==> src/rtl/regfile_rd_seq.sv <==
// Read-side operand sequencer for the single-read-port regfile_dp storage.
// Takes one rs1/rs2 request, reads both operands over two cycles through the
// single async read port, and returns them together on a valid/ready response.
// It also gates core write-back onto the storage: writes to x0 are dropped,
// and writes to operands that are already captured can be snooped in.
module regfile_rd_seq #(
  parameter int unsigned DATA_WIDTH = 32,
  parameter int unsigned ADDR_WIDTH = 5,
  parameter bit          SNOOP      = 1'b1
) (
  input  logic                  clk,
  input  logic                  resetn,
  input  logic                  req_valid,
  output logic                  req_ready,
  input  logic [ADDR_WIDTH-1:0] rs1_addr,
  input  logic [ADDR_WIDTH-1:0] rs2_addr,
  output logic                  rsp_valid,
  input  logic                  rsp_ready,
  output logic [DATA_WIDTH-1:0] rs1_data,
  output logic [DATA_WIDTH-1:0] rs2_data,
  input  logic                  wr_en,
  input  logic [ADDR_WIDTH-1:0] wr_addr,
  input  logic [DATA_WIDTH-1:0] wr_data,
  output logic [ADDR_WIDTH-1:0] rf_raddr,
  input  logic [DATA_WIDTH-1:0] rf_do,
  output logic                  rf_we,
  output logic [ADDR_WIDTH-1:0] rf_waddr,
  output logic [DATA_WIDTH-1:0] rf_di
);

  typedef enum logic [1:0] {IDLE, RD1, RD2, RESP} state_t;

  state_t                state, state_nxt;
  logic [ADDR_WIDTH-1:0] rs1_q, rs2_q;
  logic [DATA_WIDTH-1:0] rd_sel;
  logic                  hit1, hit2;

  // Write-back gating: x0 is never written; write path passes straight through.
  always_comb begin
    rf_we    = resetn & wr_en & (wr_addr != '0);
    rf_waddr = wr_addr;
    rf_di    = wr_data;
    hit1     = rf_we && (wr_addr == rs1_q);
    hit2     = rf_we && (wr_addr == rs2_q);
  end

  // Read-data select: the DRAM write lands at the same edge we capture, so a
  // same-cycle write to the address being read is forwarded from wr_data.
  always_comb begin
    if (rf_raddr == '0)
      rd_sel = '0;
    else if (rf_we && (wr_addr == rf_raddr))
      rd_sel = wr_data;
    else
      rd_sel = rf_do;
  end

  // State register.
  always_ff @(posedge clk or negedge resetn) begin
    if (!resetn)
      state <= IDLE;
    else
      state <= state_nxt;
  end

  // Next-state and handshake/read-address outputs.
  always_comb begin
    state_nxt = state;
    req_ready = 1'b0;
    rsp_valid = 1'b0;
    rf_raddr  = '0;
    unique case (state)
      IDLE: begin
        req_ready = resetn;
        if (req_valid)
          state_nxt = RD1;
      end
      RD1: begin
        rf_raddr  = rs1_q;
        state_nxt = RD2;
      end
      RD2: begin
        rf_raddr  = rs2_q;
        state_nxt = RESP;
      end
      RESP: begin
        rsp_valid = 1'b1;
        if (rsp_ready)
          state_nxt = IDLE;
      end
      default: state_nxt = IDLE;
    endcase
  end

  // Operand address latch and operand capture, with optional snooping of
  // write-back into values that were captured before the write arrived.
  always_ff @(posedge clk or negedge resetn) begin
    if (!resetn) begin
      rs1_q    <= '0;
      rs2_q    <= '0;
      rs1_data <= '0;
      rs2_data <= '0;
    end else begin
      unique case (state)
        IDLE: begin
          if (req_valid) begin
            rs1_q <= rs1_addr;
            rs2_q <= rs2_addr;
          end
        end
        RD1: rs1_data <= rd_sel;
        RD2: begin
          rs2_data <= rd_sel;
          if (SNOOP && hit1)
            rs1_data <= wr_data;
        end
        RESP: begin
          if (SNOOP && hit1)
            rs1_data <= wr_data;
          if (SNOOP && hit2)
            rs2_data <= wr_data;
        end
        default: ;
      endcase
    end
  end

endmodule

==> config.mk <==
export PLATFORM = sky130hd
export DESIGN_NAME = regfile_rd_seq
export DESIGN_NICKNAME = d
export VERILOG_FILES = /design/src/rtl/regfile_rd_seq.sv
export SDC_FILE = /design/constraint.sdc
export NUM_CORES = 1
export LEC_CHECK = 0
export ABC_AREA = 1
export CAP_MARGIN = 10
export CORE_MARGIN = 4
export CORE_UTILIZATION = 35
export DETAILED_ROUTE_END_ITERATION = 12
export GPL_TIMING_DRIVEN = 0
export PLACE_DENSITY_LB_ADDON = 0.2
export SYNTH_ARGS = -nofsm -noshare
export SYNTH_HDL_FRONTEND = slang
export SYNTH_SLANG_ARGS = --single-unit
==> constraint.sdc <==
create_clock -name clk -period 2.7 [get_ports clk]
set_input_delay 0.54 -clock clk [delete_from_list [all_inputs] [get_ports clk]]
set_output_delay 0.54 -clock clk [all_outputs]
set_load 0.005 [all_outputs]
==> results.sh <==
export IMPL_setup_worst_path_class="in2out"
export IMPL_path_buf_inv=4
export IMPL_drt_iter0_drc=310
export IMPL_place_congestion=0.8285
export IMPL_ant_nets=0
export IMPL_synth_area_um2=5440
export IMPL_slowest_stage="clkdlybuf4s50_1"
export IMPL_slew_limit_headroom=0.6216
export IMPL_cts_tree="built"
export IMPL_core_area_um2=15200
export IMPL_antenna_found_initial=0
export IMPL_finalHoldViolations=0
export IMPL_drc_errors=0
export IMPL_finalSetupViolCount=0
export IMPL_cts_buffer_depth=2
export IMPL_cp_end_kind="output port"
export IMPL_holdBufCountCts=0
export IMPL_grt_max_degree=44
export IMPL_cts_made_buffers=9
export IMPL_syn2layout_area_growth_pct=45.24
export IMPL_place_inst=1187
export IMPL_final_cells=1203
export IMPL_gr_total_overflow=0
export IMPL_synth_top_area_frac=0.3496
export IMPL_fin_crit_ps=2575
export IMPL_die_y_um=132.7
export IMPL_die_width_um=132.7
export IMPL_ir_drop_uv=512.4
export IMPL_critPathMaxFanout=5
export IMPL_nFillCells=1573
export IMPL_synth_warnings=0
export IMPL_portBuffers=192
export IMPL_clock_latency_ps=340
export IMPL_wl_per_cell_um=14.46
export IMPL_synth_area_per_cell_um2=6.750
export IMPL_avgViaCountPerCell=4.652
export IMPL_clock_skew_ps=7.426
export IMPL_start_util=0.3579
export IMPL_yosys_area_top_type="dfrtp_1"
export IMPL_crit_path_cell_trace="clkdlybuf4s50_1 -> inv_1 -> nand4_1 -> nand2_1 -> inv_1 -> clkdlybuf4s50_1"
export IMPL_status="completed"
export IMPL_setup_tns_ps=0
export IMPL_clock_sinks=76
export IMPL_ys_seq_area_frac=0.3496
export IMPL_cap_violations=0
export IMPL_slew_violations=0
export IMPL_grtUsageTotal=0.2018
export IMPL_rsz0062_at_grt="false"
export IMPL_min_period_over_period=0.9536
export IMPL_synthTopCellsByArea="dfrtp_1 (35%), nand2_1 (20%), nor2_1 (9.0%)"
export IMPL_min_path_type="in2async"
export IMPL_syn_nets=894
export IMPL_grt_pass1_wl_mm=28.76
export IMPL_total_power_w=0.009180
export IMPL_nNetsFinal=1098
export IMPL_antennaDiodeCount=0
export IMPL_dr_total_vias=5596
export IMPL_cts_setup_buffers=0
export IMPL_floorplan_rows=45
export IMPL_startpoint_type="input port"
export IMPL_max_freq_ghz=0.3884
export IMPL_synthDistinctLibCells=26
export IMPL_io_pins=193
export IMPL_slowest_delay_ps=600
export IMPL_wirelength_mm=17.40
export IMPL_die_area_um2=17600
export IMPL_dr_pass1_iters=6
export IMPL_htreeDepth=3
export IMPL_cp_top_family="buffers and inverters"
export IMPL_synth_seq_cells=76
export IMPL_whs_ps=55.24
export IMPL_syn_inst=806
export IMPL_clk_pin_slew_worst_paths_ps=60
export IMPL_crit_required_ps=2160
export IMPL_p_per_area_nw_per_um2=1162
export IMPL_cts_root_buf="clkbuf_16"
export IMPL_critical_path_arrival_ps=2030
export IMPL_drive_gt1_frac=0.1724
export IMPL_power_leakage_nw=4.207
export IMPL_hpwl_mm=12.83
export IMPL_grt_pass1_vias=5555
export IMPL_worst_pin_slew_ps=567.6
-- layout make-up --
cell class              count  area, µm²  area share
clock buffers               9      225.2     0.02850
multi-input cells         569       2723      0.3446
repair buffers            193       1954      0.2473
inverters                  82      307.8     0.03895
plain buffers              79      510.5     0.06461
flip-flops and latches     76       1902      0.2407
well taps                 188      235.2     0.02977
clock inverters             7      43.79    0.005542
-- path summary, 6_finish.rpt --
check,from,endpoint,slack [ps],depth (start not counted)
max,wr_addr[2],rf_we,130,6
min,resetn,rs2_data[24]$_DFFE_PN0P_,60,1
max reg2reg,state[0]$_DFFE_PN0P_,rs1_data[27]$_DFFE_PN0P_,320,12
min reg2reg,rs1_data[2]$_DFFE_PN0P_,rs1_data[2]$_DFFE_PN0P_,480,2
max in group asynchronous,resetn,rs2_data[4]$_DFFE_PN0P_,2120,2
min in group clk,rs1_data[2]$_DFFE_PN0P_,rs1_data[2]$_DFFE_PN0P_,480,2
-- where the power goes --
group	total [W]	switching [W]	internal, W
logic	0.00604	0.00353	0.00252
registers	0.00201	0.000312	0.00170
clock network	0.00113	0.000511	0.000617
total	0.00918	0.00435	0.00483
-- cells in the final DEF (no fill, tap or decap), drive strengths merged --
master         count
o21ai              2
or2                1
clkbuf            18
mux2              10
buf               72
nand3             42
xnor2              1
o22ai              1
dfrtp             76
xor2               7
nand2            325
inv               82
clkinvlp           2
nor3               5
clkdlybuf4s50    191
ha                 4
nor2             135
clkinv             5
a21oi              3
nand4             33
-- through the flow --
step / instance area (µm²) / worst slack (ps) / utilization
CTS: 7895 / 95.82 / 0.5193
finish: 7901 / 125.3 / 0.5198
global route: 7901 / 1.030 / 0.5198
detailed placement: 7622 / -66.48 / 0.5014
global placement: 7597 / -2732 / 0.4998
floorplan: 5440 / 786.5 / -
-- Yosys cell counts --
library cell,n
nand2_1,289
nor2_1,131
inv_1,80
dfrtp_1,76
buf_4,43
nand2_2,36
nand4_1,33
nand3_2,30
buf_2,24
nand3_1,11
mux2_2,10
clkbuf_1,9
xor2_1,7
nor3_1,5
ha_1,4
a21oi_1,3
buf_6,3
nor2_4,3
inv_2,2
nand3_4,1
nor2_2,1
o21ai_0,1
o21ai_2,1
o22ai_1,1
or2_2,1
xnor2_1,1
-- logic make-up after synthesis --
family / count (synthesis) / share of synthesized area
mux: 10 / 0.02070
flops: 76 / 0.3496
simple gates: 541 / 0.4508
fa+ha+maj: 4 / 0.009200
buf+inv: 161 / 0.1504
xor+xnor: 8 / 0.01288
compound gates: 6 / 0.006439
-- routing by layer --
metal,global-route usage,up-vias,share of wire
li1,-,2829,-
met1,0.2730,2559,0.47
met2,0.3341,186,0.47
met3,0.03460,22,0.053
met4,0.05600,0,0.014
met5,0,-,0
-- timing repair --
action                     4_1_cts  5_1_grt
gates cloned                     0        0
resized for setup                1        4
setup endpoints to repair        1        3
-- registers in the layout, indices dropped and copies added (netlist names) --
name / flops
rs1_q: 5
rs2_q: 5
rs2_data: 32
rs1_data: 32
state: 2
-- worst register-to-register path, cell delays in order, from the launching register on --
cell and delay [ps]:
dfrtp_1 410, inv_2 70, ha_1 320, buf_4 180
nand2_1 90, inv_1 50, nor3_1 240, nand3_1 270
buf_2 320, nand3_2 120, nand2_1 50, nand2_1 80
nand2_1 60
Power figures use the tool's default switching activity.
